## src/rtl/pipes_pkg.sv

```systemverilog
// Shared pipeline types: the writeback request carried from the MDU to the
// register-file write port, and the hard-wired zero register index.
package pipes_pkg;

  localparam logic [4:0] REG_ZERO = 5'd0;

  typedef struct packed {
    logic [4:0]  wa;
    logic [31:0] wd;
  } wb_req_t;

  function automatic logic [31:0] reg_onehot(input logic [4:0] r);
    return 32'd1 << r;
  endfunction

endpackage

```

## src/rtl/wb_fifo.sv

```systemverilog
// Small synchronous FIFO of writeback requests, DEPTH a power of two >= 2.
// Control state resets asynchronously; the storage array is data and is not reset.
module wb_fifo
  import pipes_pkg::*;
#(
  parameter int DEPTH = 2
) (
  input  logic                   clk,
  input  logic                   resetn,
  input  logic                   push,
  input  wb_req_t                push_data,
  input  logic                   pop,
  output wb_req_t                head,
  output logic                   full,
  output logic                   empty,
  output logic [$clog2(DEPTH):0] count
);

  localparam int PW = $clog2(DEPTH);
  localparam int CW = PW + 1;

  wb_req_t         mem [DEPTH];
  logic [PW-1:0]   wr_ptr;
  logic [PW-1:0]   rd_ptr;
  logic [CW-1:0]   count_q;
  logic            do_push;
  logic            do_pop;

  always_comb begin
    full    = (count_q == CW'(DEPTH));
    empty   = (count_q == '0);
    do_push = push && !full;
    do_pop  = pop && !empty;
  end

  // Pointers wrap naturally because DEPTH is a power of two.
  always_ff @(posedge clk or negedge resetn) begin
    if (!resetn) begin
      wr_ptr  <= '0;
      rd_ptr  <= '0;
      count_q <= '0;
    end else begin
      if (do_push) wr_ptr <= wr_ptr + 1'b1;
      if (do_pop)  rd_ptr <= rd_ptr + 1'b1;
      case ({do_push, do_pop})
        2'b10:   count_q <= count_q + 1'b1;
        2'b01:   count_q <= count_q - 1'b1;
        default: count_q <= count_q;
      endcase
    end
  end

  always_ff @(posedge clk) begin
    if (do_push) mem[wr_ptr] <= push_data;
  end

  assign head  = mem[rd_ptr];
  assign count = count_q;

endmodule

```

## src/rtl/wb_arbiter.sv

```systemverilog
// Register-file write-port arbiter: pipeline writeback always wins, MDU results
// queue and drain on idle cycles; tracks pending MDU writes per register.
// Optional macro WB_MDU_BYPASS_EN: an MDU result may write straight through
// when the queue is empty and the pipeline is not writing.
module wb_arbiter
  import pipes_pkg::*;
#(
  parameter int DEPTH = 2
) (
  input  logic                   clk,
  input  logic                   resetn,
  input  logic                   wb_reg_write,
  input  logic [4:0]             wb_wa,
  input  logic [31:0]            wb_wd,
  input  logic                   mdu_valid,
  input  logic [4:0]             mdu_wa,
  input  logic [31:0]            mdu_wd,
  output logic                   mdu_ready,
  input  logic                   issue_valid,
  input  logic [4:0]             issue_rd,
  output logic [31:0]            busy,
  output logic                   rf_wen,
  output logic [4:0]             rf_wa,
  output logic [31:0]            rf_wd,
  output logic [$clog2(DEPTH):0] fifo_count
);

  wb_req_t     mdu_req;
  wb_req_t     head;
  logic        fifo_full;
  logic        fifo_empty;
  logic        pipe_wr;
  logic        accept;
  logic        bypass;
  logic        push;
  logic        pop;
  logic [31:0] busy_q;
  logic [31:0] busy_d;
  logic [31:0] set_vec;
  logic [31:0] clr_vec;

  assign mdu_req   = '{wa: mdu_wa, wd: mdu_wd};
  assign mdu_ready = !fifo_full;

  always_comb begin
    pipe_wr = wb_reg_write && (wb_wa != REG_ZERO);
    accept  = mdu_valid && mdu_ready;
`ifdef WB_MDU_BYPASS_EN
    bypass  = accept && (mdu_wa != REG_ZERO) && fifo_empty && !pipe_wr;
`else
    bypass  = 1'b0;
`endif
    // Results addressed to $0 are accepted but never stored.
    push    = accept && (mdu_wa != REG_ZERO) && !bypass;
    pop     = !pipe_wr && !fifo_empty;
  end

  wb_fifo #(.DEPTH(DEPTH)) u_fifo (
    .clk       (clk),
    .resetn    (resetn),
    .push      (push),
    .push_data (mdu_req),
    .pop       (pop),
    .head      (head),
    .full      (fifo_full),
    .empty     (fifo_empty),
    .count     (fifo_count)
  );

  always_comb begin
    rf_wen = 1'b0;
    rf_wa  = REG_ZERO;
    rf_wd  = '0;
    if (resetn) begin
      if (pipe_wr) begin
        rf_wen = 1'b1;
        rf_wa  = wb_wa;
        rf_wd  = wb_wd;
      end else if (!fifo_empty) begin
        rf_wen = 1'b1;
        rf_wa  = head.wa;
        rf_wd  = head.wd;
      end else if (bypass) begin
        rf_wen = 1'b1;
        rf_wa  = mdu_wa;
        rf_wd  = mdu_wd;
      end
    end
  end

  // A new issue to the same register outranks the retiring write.
  always_comb begin
    set_vec = (issue_valid && (issue_rd != REG_ZERO)) ? reg_onehot(issue_rd) : '0;
    clr_vec = (pop || bypass) ? reg_onehot(rf_wa) : '0;
    busy_d  = ((busy_q & ~clr_vec) | set_vec) & ~32'd1;
  end

  always_ff @(posedge clk or negedge resetn) begin
    if (!resetn) busy_q <= '0;
    else         busy_q <= busy_d;
  end

  assign busy = busy_q;

  a_no_same_reg: assert property (@(posedge clk) disable iff (!resetn)
    !(wb_reg_write && (wb_wa != REG_ZERO) && !fifo_empty && (wb_wa == head.wa)))
    else $error("wb_arbiter: pipeline write targets the queued MDU destination");

endmodule

```

## config.mk

```make
export PLATFORM = sky130hd
export DESIGN_NAME = wb_arbiter
export DESIGN_NICKNAME = d
export VERILOG_FILES = /design/src/rtl/pipes_pkg.sv /design/src/rtl/wb_fifo.sv /design/src/rtl/wb_arbiter.sv
export SDC_FILE = /design/constraint.sdc
export NUM_CORES = 1
export LEC_CHECK = 0
export ABC_AREA = 1
export CAP_MARGIN = 30
export CORE_MARGIN = 2
export CORE_UTILIZATION = 49
export CTS_BUF_LIST = sky130_fd_sc_hd__clkbuf_4 sky130_fd_sc_hd__clkbuf_8
export DETAILED_ROUTE_END_ITERATION = 8
export GPL_TIMING_DRIVEN = 1
export HOLD_SLACK_MARGIN = 0.08
export MAX_ROUTING_LAYER = met4
export PLACE_DENSITY_LB_ADDON = 0.15
export SETUP_SLACK_MARGIN = 0.3
export SKIP_LAST_GASP = 1
export SYNTH_ARGS = -nofsm -noshare
export SYNTH_HDL_FRONTEND = slang
export SYNTH_HIERARCHICAL = 1
export SYNTH_SLANG_ARGS = --single-unit
```

## constraint.sdc

```tcl
create_clock -name clk -period 3.3 [get_ports clk]
set_input_delay 0.99 -clock clk [delete_from_list [all_inputs] [get_ports clk]]
set_output_delay 0.99 -clock clk [all_outputs]
set_load 0.02 [all_outputs]
```

== After elaboration in Yosys (flattened, before gate mapping) ==
Memory sizes are Yosys's and may differ from the RTL's.
Cells that the tools add are included.
Storage, ports and cells
  bits in registers: 35
  bits in writable memories: 74
  output and inout bits: 73
  logic and storage cells: 46
  memories: 1
Memories
  u_fifo.mem: words 2, width 37, rd ports 1, clocked after memory_dff 0, wr ports 1, line wb_fifo.sv:22  | wb_req_t mem [DEPTH];
Operators by class
  add/subtract/negate cells: 4
  eq/ne operators: 3
  shift operators: 2
  mux-type cells: 14
  bitwise gates (word level): 3
  reductions and logical operators: 15
Operators by type and width (count)
  $mux W32: 5
  $shl A1 B5 Y32 const A: 2
  $and A32 B32 Y32: 1
  $not A32 Y32: 1
  $or A32 B32 Y32: 1
  $mux W5: 3
  $reduce_bool A5 Y1: 3
  $logic_and A1 B1 Y1: 7
  $mux W1: 5
  $eq A2 B2 Y1 const B: 2
  $pmux W2 S2: 1
  $logic_not A1 Y1: 3
  $add A1 B1 Y1 const B: 2
  $add A2 B1 Y2 const B: 1
  $eq A2 B1 Y1 const B: 1
  $logic_not A2 Y1: 1
  $reduce_bool A2 Y1: 1
  $sub A2 B1 Y2 const B: 1

== Longest topological paths before layout ==
  word-level depth: 9
  gate-level depth with buffers: 14
  mapped depth without buffers: 13

== Modules after synthesis ==
The synthesis kept the hierarchy.
Modules (own cells, without submodules)
  wb_fifo: instances 1, cells an instance 226, area an instance 2939.1 µm², sequential area each 2322.2 µm²
  wb_arbiter: instances 1, cells an instance 369, area an instance 2284.7 µm², sequential area each 775.7 µm²

== Worst setup path after synthesis ==
No wires, ideal clock.
  kind: input port to flip-flop
  from: in mdu_wa[3]
  to: mem u_fifo/mem[1][0] in the netlist's numbering, enable pin
  library setup time: 431 ps
  arrival time: 2921 ps
  required time: 2869 ps
  setup slack: -52 ps
  stages: 5
  buffers on the path: 0
  cell sequence: or3_1 -> o311ai_0 -> inv_1 -> o21ai_1 -> nor2_1
On the way
  cells in the longest elaborated chain, start to end: 5
RTL lines
  from (decl): line wb_arbiter.sv:16  | input logic [4:0] mdu_wa,
  $reduce_bool A5 Y1: line wb_arbiter.sv:54  | push = accept && (mdu_wa != REG_ZERO) && !bypass;
  $logic_and A1 B1 Y1: line wb_arbiter.sv:54
  named net push: line wb_arbiter.sv:35  | logic push;
  $logic_and A1 B1 Y1: line wb_fifo.sv:32  | do_push = push && !full;
  $mux W1: line wb_fifo.sv:54  | if (do_push) mem[wr_ptr] <= push_data;
  $mux W1 (implied by the code): line wb_fifo.sv:54
  to (decl): line wb_fifo.sv:22
The timed path passes the listed nets, and every way through them passes these cells.

== Worst setup path in the final report ==
  from: in wb_wa[1]
  to: out rf_wd[28]
On the way
  cells in the longest elaborated chain, start to end: 4
RTL lines
  from (decl): line wb_arbiter.sv:13  | input logic [4:0] wb_wa,
  $reduce_bool A5 Y1: line wb_arbiter.sv:46  | pipe_wr = wb_reg_write && (wb_wa != REG_ZERO);
  $logic_and A1 B1 Y1: line wb_arbiter.sv:46
  $mux W32: line wb_arbiter.sv:75  | if (pipe_wr) begin
  $mux W32: line wb_arbiter.sv:74  | if (resetn) begin
  to (decl): line wb_arbiter.sv:24  | output logic [31:0] rf_wd,
No other way between the ends.

==> metrics.md <==
| Metric | Value |
|---|---|
| Status | `complete, no violations` |
| Max frequency | `just over 300 MHz` |
| Vertical die dimension | `107 um` |
| Total I/O pin count | `around 160` |
| Standard-cell rows | `37` |
| Setup clock skew after layout | `15.2 ps` |
| All-layer global routing usage | `about a quarter` |
| Synth warn | `6` |
| Maximum clock path buffer count | `2` |
| Post-Syn Area | `about 5200 sq um` |
| RSZ-0062 raised after global routing | `yes` |
| Number of optimization iterations in the first detailed-route pass | `5` |
| Slowest cell on the critical path | `sky130_fd_sc_hd__a21oi_4` |
| Proportion of synthesized chip area in sequential cells | `59.3%` |
| Tightest Hold Check Type | `reg2reg` |
| Max-slew violation total from the final report | `0` |
| Maximum vdd drop | `0.400 mV` |
| CTS H-Tree Depth | `3` |
| Number of synthesized register bits | `~110` |
| Kind of capture point of the worst setup path | `output port` |
| Pwr Density | `between 700 and 800 nW/um^2` |
| Input/output buffers | `155` |
| Wire length of the first global-routing pass | `23,100 um` |
| Max Cap Viol | `0` |
| Antenna diode count | `0` |
| DRC Markers | `0` |
| Slowest Stage Delay on Critical Path | `130 ps` |
| CTS root buffer | `sky130_fd_sc_hd__clkbuf_8` |
| Initial core utilization | `between 50 and 60%` |
| Wire length after detailed routing | `15,200 um` |
| Endpoint required time on the critical path | `2310 ps` |
| Cell type with the highest occurrence count on the critical path | `sky130_fd_sc_hd__buf_12` |
| Period minus WS final | `between 3000 and 4000 ps` |
| Final-report setup violation count | `0` |
| CP max FO | `4` |
| Worst path buffer plus inverter count | `7` |
| TritonCTS buffer count | `9` |
| Hold violation count in the final report | `0` |
| Total Die Area | `11,500 sq um` |
| Origin of the critical flop-to-flop path | `u_fifo/count[1]$_DFFE_PN0P_` |
| Type of origin of the critical path | `primary input` |
| GRT Residual Overflow | `0` |
| CTS sink cnt | `109` |
| Per-cell via count in the routed design | `5.26` |
| Library cells used by synthesis | `27` |
| Pin slew with the least headroom to its limit | `~610 ps` |
| Beginning of the critical path | `wb_wa[1]` |
| Crit share post-route | `98.3%` |
| Mean routed wirelength per cell | `16.4 um` |
| Latest clock arrival within the worst-skew pair | `between 300 and 400 ps` |
| Share of final-layout standard cells stronger than drive strength 1 | `25.1%` |
| CP delay by family, top | `buffers and inverters` |
| Cell chain of the critical path | `buf_8 -> nor2_4 -> nand3_4 -> nand2_4 -> inv_6 -> nor2_8 -> buf_12 -> buf_12 -> buf_12 -> buf_16 -> nand2_4 -> a21oi_4 -> buf_6` |
| Hold_sp | `busy[17]$_DFF_PN0_` |
| Largest net degree at the start of global routing | `33` |
| Worst hold margin | `482 ps` |
| LEAKAGE | `0.00351 uW` |
| Setup total negative slack | `0 ps` |
| Mean instance size in the synthesized netlist | `8.78 sq um` |
| Number of nets with antenna violations after routing | `0` |
| Nets in the synthesized netlist | `680` |
| Core region area | `10,300 sq um` |
| DRT iter0 DRCs | `347` |
| Layout overhead on the synthesized area | `55.0%` |
| Arrival time of data at the critical path endpoint | `2260 ps` |
| Worst slew margin relative to its limit | `approximately three fifths` |
| TritonCTS clock tree | `built` |
| Initial antenna violation count | `0` |
| Post-CTS clock slew at the launch and capture registers of the worst setup and hold paths | `between 100 and 150 ps` |
| Width of the die | `107 um` |
| Setup CP Type | `in2out` |
| GP Congestion | `between 0.8 and 0.9` |
| Count of nets after finishing | `869` |
| Routed vias | `4,864` |
| Syn Inst Count | `595` |
| Vias in the first global route | `4,790` |
| Detailed-placement wirelength estimate | `9810 um` |
-- cell usage in the layout, fill, tap and decap left out, types with 3 or more instances in the layout --
cell                              count
sky130_fd_sc_hd__inv_2                8
sky130_fd_sc_hd__inv_1               26
sky130_fd_sc_hd__buf_12              10
sky130_fd_sc_hd__nor3_1               5
sky130_fd_sc_hd__buf_16               5
sky130_fd_sc_hd__nand2_2             19
sky130_fd_sc_hd__dfrtp_1             35
sky130_fd_sc_hd__edfxtp_1            74
sky130_fd_sc_hd__buf_6               26
sky130_fd_sc_hd__clkbuf_8            10
sky130_fd_sc_hd__inv_6                3
sky130_fd_sc_hd__a21oi_1              3
sky130_fd_sc_hd__nor2_1              19
sky130_fd_sc_hd__nand3_1             64
sky130_fd_sc_hd__nand3_4              5
sky130_fd_sc_hd__buf_8                3
sky130_fd_sc_hd__nand2_1            247
sky130_fd_sc_hd__a21oi_4             19
sky130_fd_sc_hd__nand2_4             14
sky130_fd_sc_hd__clkdlybuf4s50_1    110
sky130_fd_sc_hd__buf_4               48
sky130_fd_sc_hd__a21oi_2             13
sky130_fd_sc_hd__nor2_4               5
-- cell usage after synthesis (all sizes together) --
cell,count,area [sq um]
edfxtp,74,2220
nor2,26,135
or3,1,6.26
o21ai,1,5.00
clkbuf,12,45.0
a21oi,35,175
buf,17,136
nor3,5,25.0
nand2,280,1060
inv,35,134
nand3,69,363
o311ai,1,8.76
dfrtp,35,876
ha,1,12.5
xnor2,1,8.76
nand4,1,6.26
conb,1,3.75
-- registers in the layout, summed over array words and instances (netlist names) --
| name | flops |
|---|---|
| u_fifo/count | 2 |
| busy | 31 |
| u_fifo/mem | 74 |
| u_fifo/wr_ptr | 1 |
| u_fifo/rd_ptr | 1 |
-- where the power goes --
group / switching, uW / leakage, uW / internal (uW)
registers: 172 / 0.00110 / 1880
clock network: 466 / 0.000108 / 389
logic: 1590 / 0.00230 / 1190
total: 2230 / 0.00351 / 3450
-- what timing repair did --
item                                    4_1_cts  5_1_grt
hold buffers                                  0        0
pin swaps                                    17       17
cloned                                        4        1
endpoints found under the setup margin       38       59
gates resized for setup                     275       48
buffers inserted                              9        3
-- worst register-to-register path, cell delays in order (launching register included) --
cell                      delay (ps)
sky130_fd_sc_hd__dfrtp_1         440
sky130_fd_sc_hd__inv_1           140
sky130_fd_sc_hd__nand2_1         110
sky130_fd_sc_hd__inv_1           300
sky130_fd_sc_hd__nor2_8           80
sky130_fd_sc_hd__buf_4           150
sky130_fd_sc_hd__buf_12          120
sky130_fd_sc_hd__buf_16          130
sky130_fd_sc_hd__nand2_1          90
sky130_fd_sc_hd__inv_1            60
sky130_fd_sc_hd__ha_1            300
sky130_fd_sc_hd__inv_1            90
sky130_fd_sc_hd__nand3_1          90
sky130_fd_sc_hd__nand2_1          70
sky130_fd_sc_hd__nand2_1          50
-- routing by layer --
metal	routed length, um	up-vias	part of all wire [%]	track usage [%]
met5	0	-	0	-
met4	376	0	2.5	10.1
met3	1030	34	6.8	4.36
met2	7550	210	50	44.3
met1	6200	2316	41	33.1
li1	-	2304	-	-
-- through the flow --
stage	area, sq um	utilization (%)	total power [uW]	setup slack, ps	cells
3_3_place_gp	7280	70.5	4310	-591	891
4_1_cts	7860	76.2	5580	32.9	921
5_1_grt	8100	78.4	5990	-11.8	925
3_5_place_dp	7310	70.8	4390	-666	892
6_report	8100	78.4	5680	54.8	925
2_1_floorplan	5430	-	3430	174	595
-- layout make-up --
class	count	area (sq um)
Sequential cell	109	3100
Multi-Input combinational cell	422	2290
Fill cell	676	2230
Timing Repair Buffer	207	2190
Tap cell	136	170
Clock buffer	11	145
Inverter	35	136
Clock inverter	5	65.1
-- cells by family after synthesis --
family / count (synthesis) / synth area share, %
AO/OA/AOI/OAI: 37 / 3.62
XOR/XNOR: 1 / 0.168
buffers and inverters: 64 / 6.04
other: 1 / 0.0718
flip-flops: 109 / 59.3
AND/OR/NAND/NOR: 382 / 30.6
adder cells (fa/ha/maj): 1 / 0.239
-- worst paths after layout --
kind | cells past startpoint | slack (ps) | endpoint
min in group asynchronous | 2 | 610 | busy[2]$_DFF_PN0_
hold / removal | 2 | 480 | busy[17]$_DFF_PN0_
hold reg to reg | 2 | 480 | busy[17]$_DFF_PN0_
max in group asynchronous | 3 | 2200 | busy[10]$_DFF_PN0_
setup reg to reg | 14 | 990 | u_fifo/count[1]$_DFFE_PN0P_
setup / recovery | 13 | 50 | rf_wd[28]
Power figures use the tool's default switching activity.
==> variant (config.mk and constraints unchanged) <==
Change the package constant `REG_ZERO` from 5'd0 to 5'd1.
--- a/src/rtl/pipes_pkg.sv
+++ b/src/rtl/pipes_pkg.sv
@@ -3,5 +3,5 @@
 package pipes_pkg;
 
-  localparam logic [4:0] REG_ZERO = 5'd0;
+  localparam logic [4:0] REG_ZERO = 5'd1;
 
   typedef struct packed {
Function: changed (Yosys sat finds a counterexample within 4 cycles, from zero or initial values and one cycle with resetn low).
==> variant against the original RTL <==
  * Design area down 3.2%
  * Routed wire length down 9.0%
  * Critical path depth down 2
  * Setup slack better by 0.13 ns
  * Sequential share of layout area up 1.3 points
  * Area after synthesis down 1.1%
  * Sequential cell count unchanged
  * Clock power up 0.8%
  * Total power down 3.1%
  * Worst hold slack worse by 0.016 ns
  * Register-to-register slack better by 0.19 ns
  * Cell count down 2.9%
  * Maximum frequency up 4.1%
  * Largest power group unchanged
  * Highest routed layer unchanged
==> variant: results <==
group,metric,value,unit
run_status,outcome,"completed",
drt,drt_iter0_markers,303,
drt,num_vias,4590,
place,port_buffers,155,
setup_path,slowest_delay,0.15,ns
setup_path,cp_max_fo,5,
timing,clock_skew,0.0130,ns
global_routing,grt_pass1_wl,21500,um
global_routing,grt_util_all_layers,0.250,
synthesis,netlist_top_cells_area,"edfxtp_1 43%, nand2_1 21%, dfrtp_1 17%, nand3_1 4.6%, a21oi_1 3.4%",
cells_and_area,final_nets,842,
synthesis,ys_seq_area_frac,0.599,
clock_network,htreeDepth,3,
place,pre_cts_slack,-0.662,ns
place,hpwlAfterDp,9680,um
synthesis,yosys_warnings,6,
power_and_ir_drop,ir_drop,0.596,mV
power_and_ir_drop,p_leak,3.31,nW
global_routing,grt_max_degree,34,
setup_path,arrival,2.13,ns
synthesis,synth_cell_types,30,
drt,wire_per_inst,15.4,um
place,place.gp.congestion,0.859,
drt,drtPass1Iterations,5,
place,post_dp_cell_area,7330,sq um
synthesis,syn_nets,665,
worst_hold_path,worstHoldPathType,"in2async",
synthesis,synth_common_cells,"285 x nand2_1, 74 x edfxtp_1, 48 x nand3_1, 35 x a21oi_1, 35 x dfrtp_1",
synthesis,synth-main-ff-cell,"edfxtp_1",
timing,max_slew_margin,0.505,
cells_and_area,drive_gt1_frac,0.232,
cells_and_area,largest_reg_flops,74,
global_routing,grt_pass1_vias,4427,
-- variant: changes by cell type in the layout (fill, tap and decap cells not counted), moves of 5 or more --
| cell | change |
|---|---|
| buf_6 | +5 |
| a21oi_4 | +8 |
| buf_4 | -21 |
| nand2_1 | +8 |
| nor3_1 | +5 |
| nand2_4 | -6 |
| nand3_1 | -16 |
| a21oi_2 | -7 |
-- variant: cell families (layout without fill, tap and decap cells) --
family / after synthesis / after routing / share of synthesized area
and+or+nand+nor: 372 / 372 / 0.299
DFF: 109 / 109 / 0.599
buffers and inverters: 58 / 240 / 0.0571
AOI/OAI and AO/OA: 38 / 38 / 0.0392
adders and majority gates: 1 / 1 / 0.00242
other: 1 / 1 / 0.000726
xor gates and xnor gates: 1 / 1 / 0.00169
-- variant: what timing repair did --
action,4_1_cts,5_1_grt
buffers inserted,4,0
pin swaps,9,12
setup endpoints to repair,38,37
gates cloned,2,2
resized for setup,269,23
-- variant: metrics by stage --
| step | utilization | TNS [ns] | cells |
|---|---|---|---|
| after global placement | 0.713 | -21.87 | 874 |
| after detailed placement | 0.713 | -22.99 | 874 |
| final | 0.762 | 0 | 898 |
| after floorplan | - | 0 | 580 |
| after CTS | 0.753 | 0 | 896 |
| after global routing | 0.762 | 0 | 898 |
-- variant: power breakdown --
group | internal [mW] | switching, mW | leakage, nW | total [mW]
clock network | 0.373 | 0.489 | 0.106 | 0.862
logic | 1.10 | 1.51 | 2.11 | 2.61
registers | 1.87 | 0.164 | 1.10 | 2.03
-- variant: routing by layer --
| layer | vias to the layer above | part of all wire | routed length (um) | track usage |
|---|---|---|---|---|
| li1 | 2230 | - | - | - |
| met1 | 2169 | 0.43 | 5970 | 0.326 |
| met2 | 171 | 0.50 | 6890 | 0.414 |
| met3 | 20 | 0.051 | 710 | 0.0353 |
| met4 | 0 | 0.016 | 214 | 0.0696 |
| met5 | - | 0 | 0 | - |
-- variant: cell type report --
cell class	count	area, sq um
fill	706	2440
clock buffer	9	124
timing repair buffer	190	2000
sequential	109	3100
inverter	34	133
tap	136	170
multi-input combinational	413	2220
clock inverter	7	88.8
-- variant: worst paths after layout --
| check | from | cells after the start | slack, ns | endpoint |
|---|---|---|---|---|
| worst max-delay path | wb_wa[4] | 11 | 0.18 | rf_wd[6] |
| worst min-delay path | resetn | 1 | 0.47 | u_fifo/rd_ptr |
| worst max register to register | u_fifo/rd_ptr | 13 | 1.18 | busy[6] |
| worst min register to register | busy[29] | 2 | 0.48 | busy[29] |
| max in group asynchronous | resetn | 2 | 2.32 | u_fifo/count[0] |
| min in group clk | busy[29] | 2 | 0.48 | busy[29] |
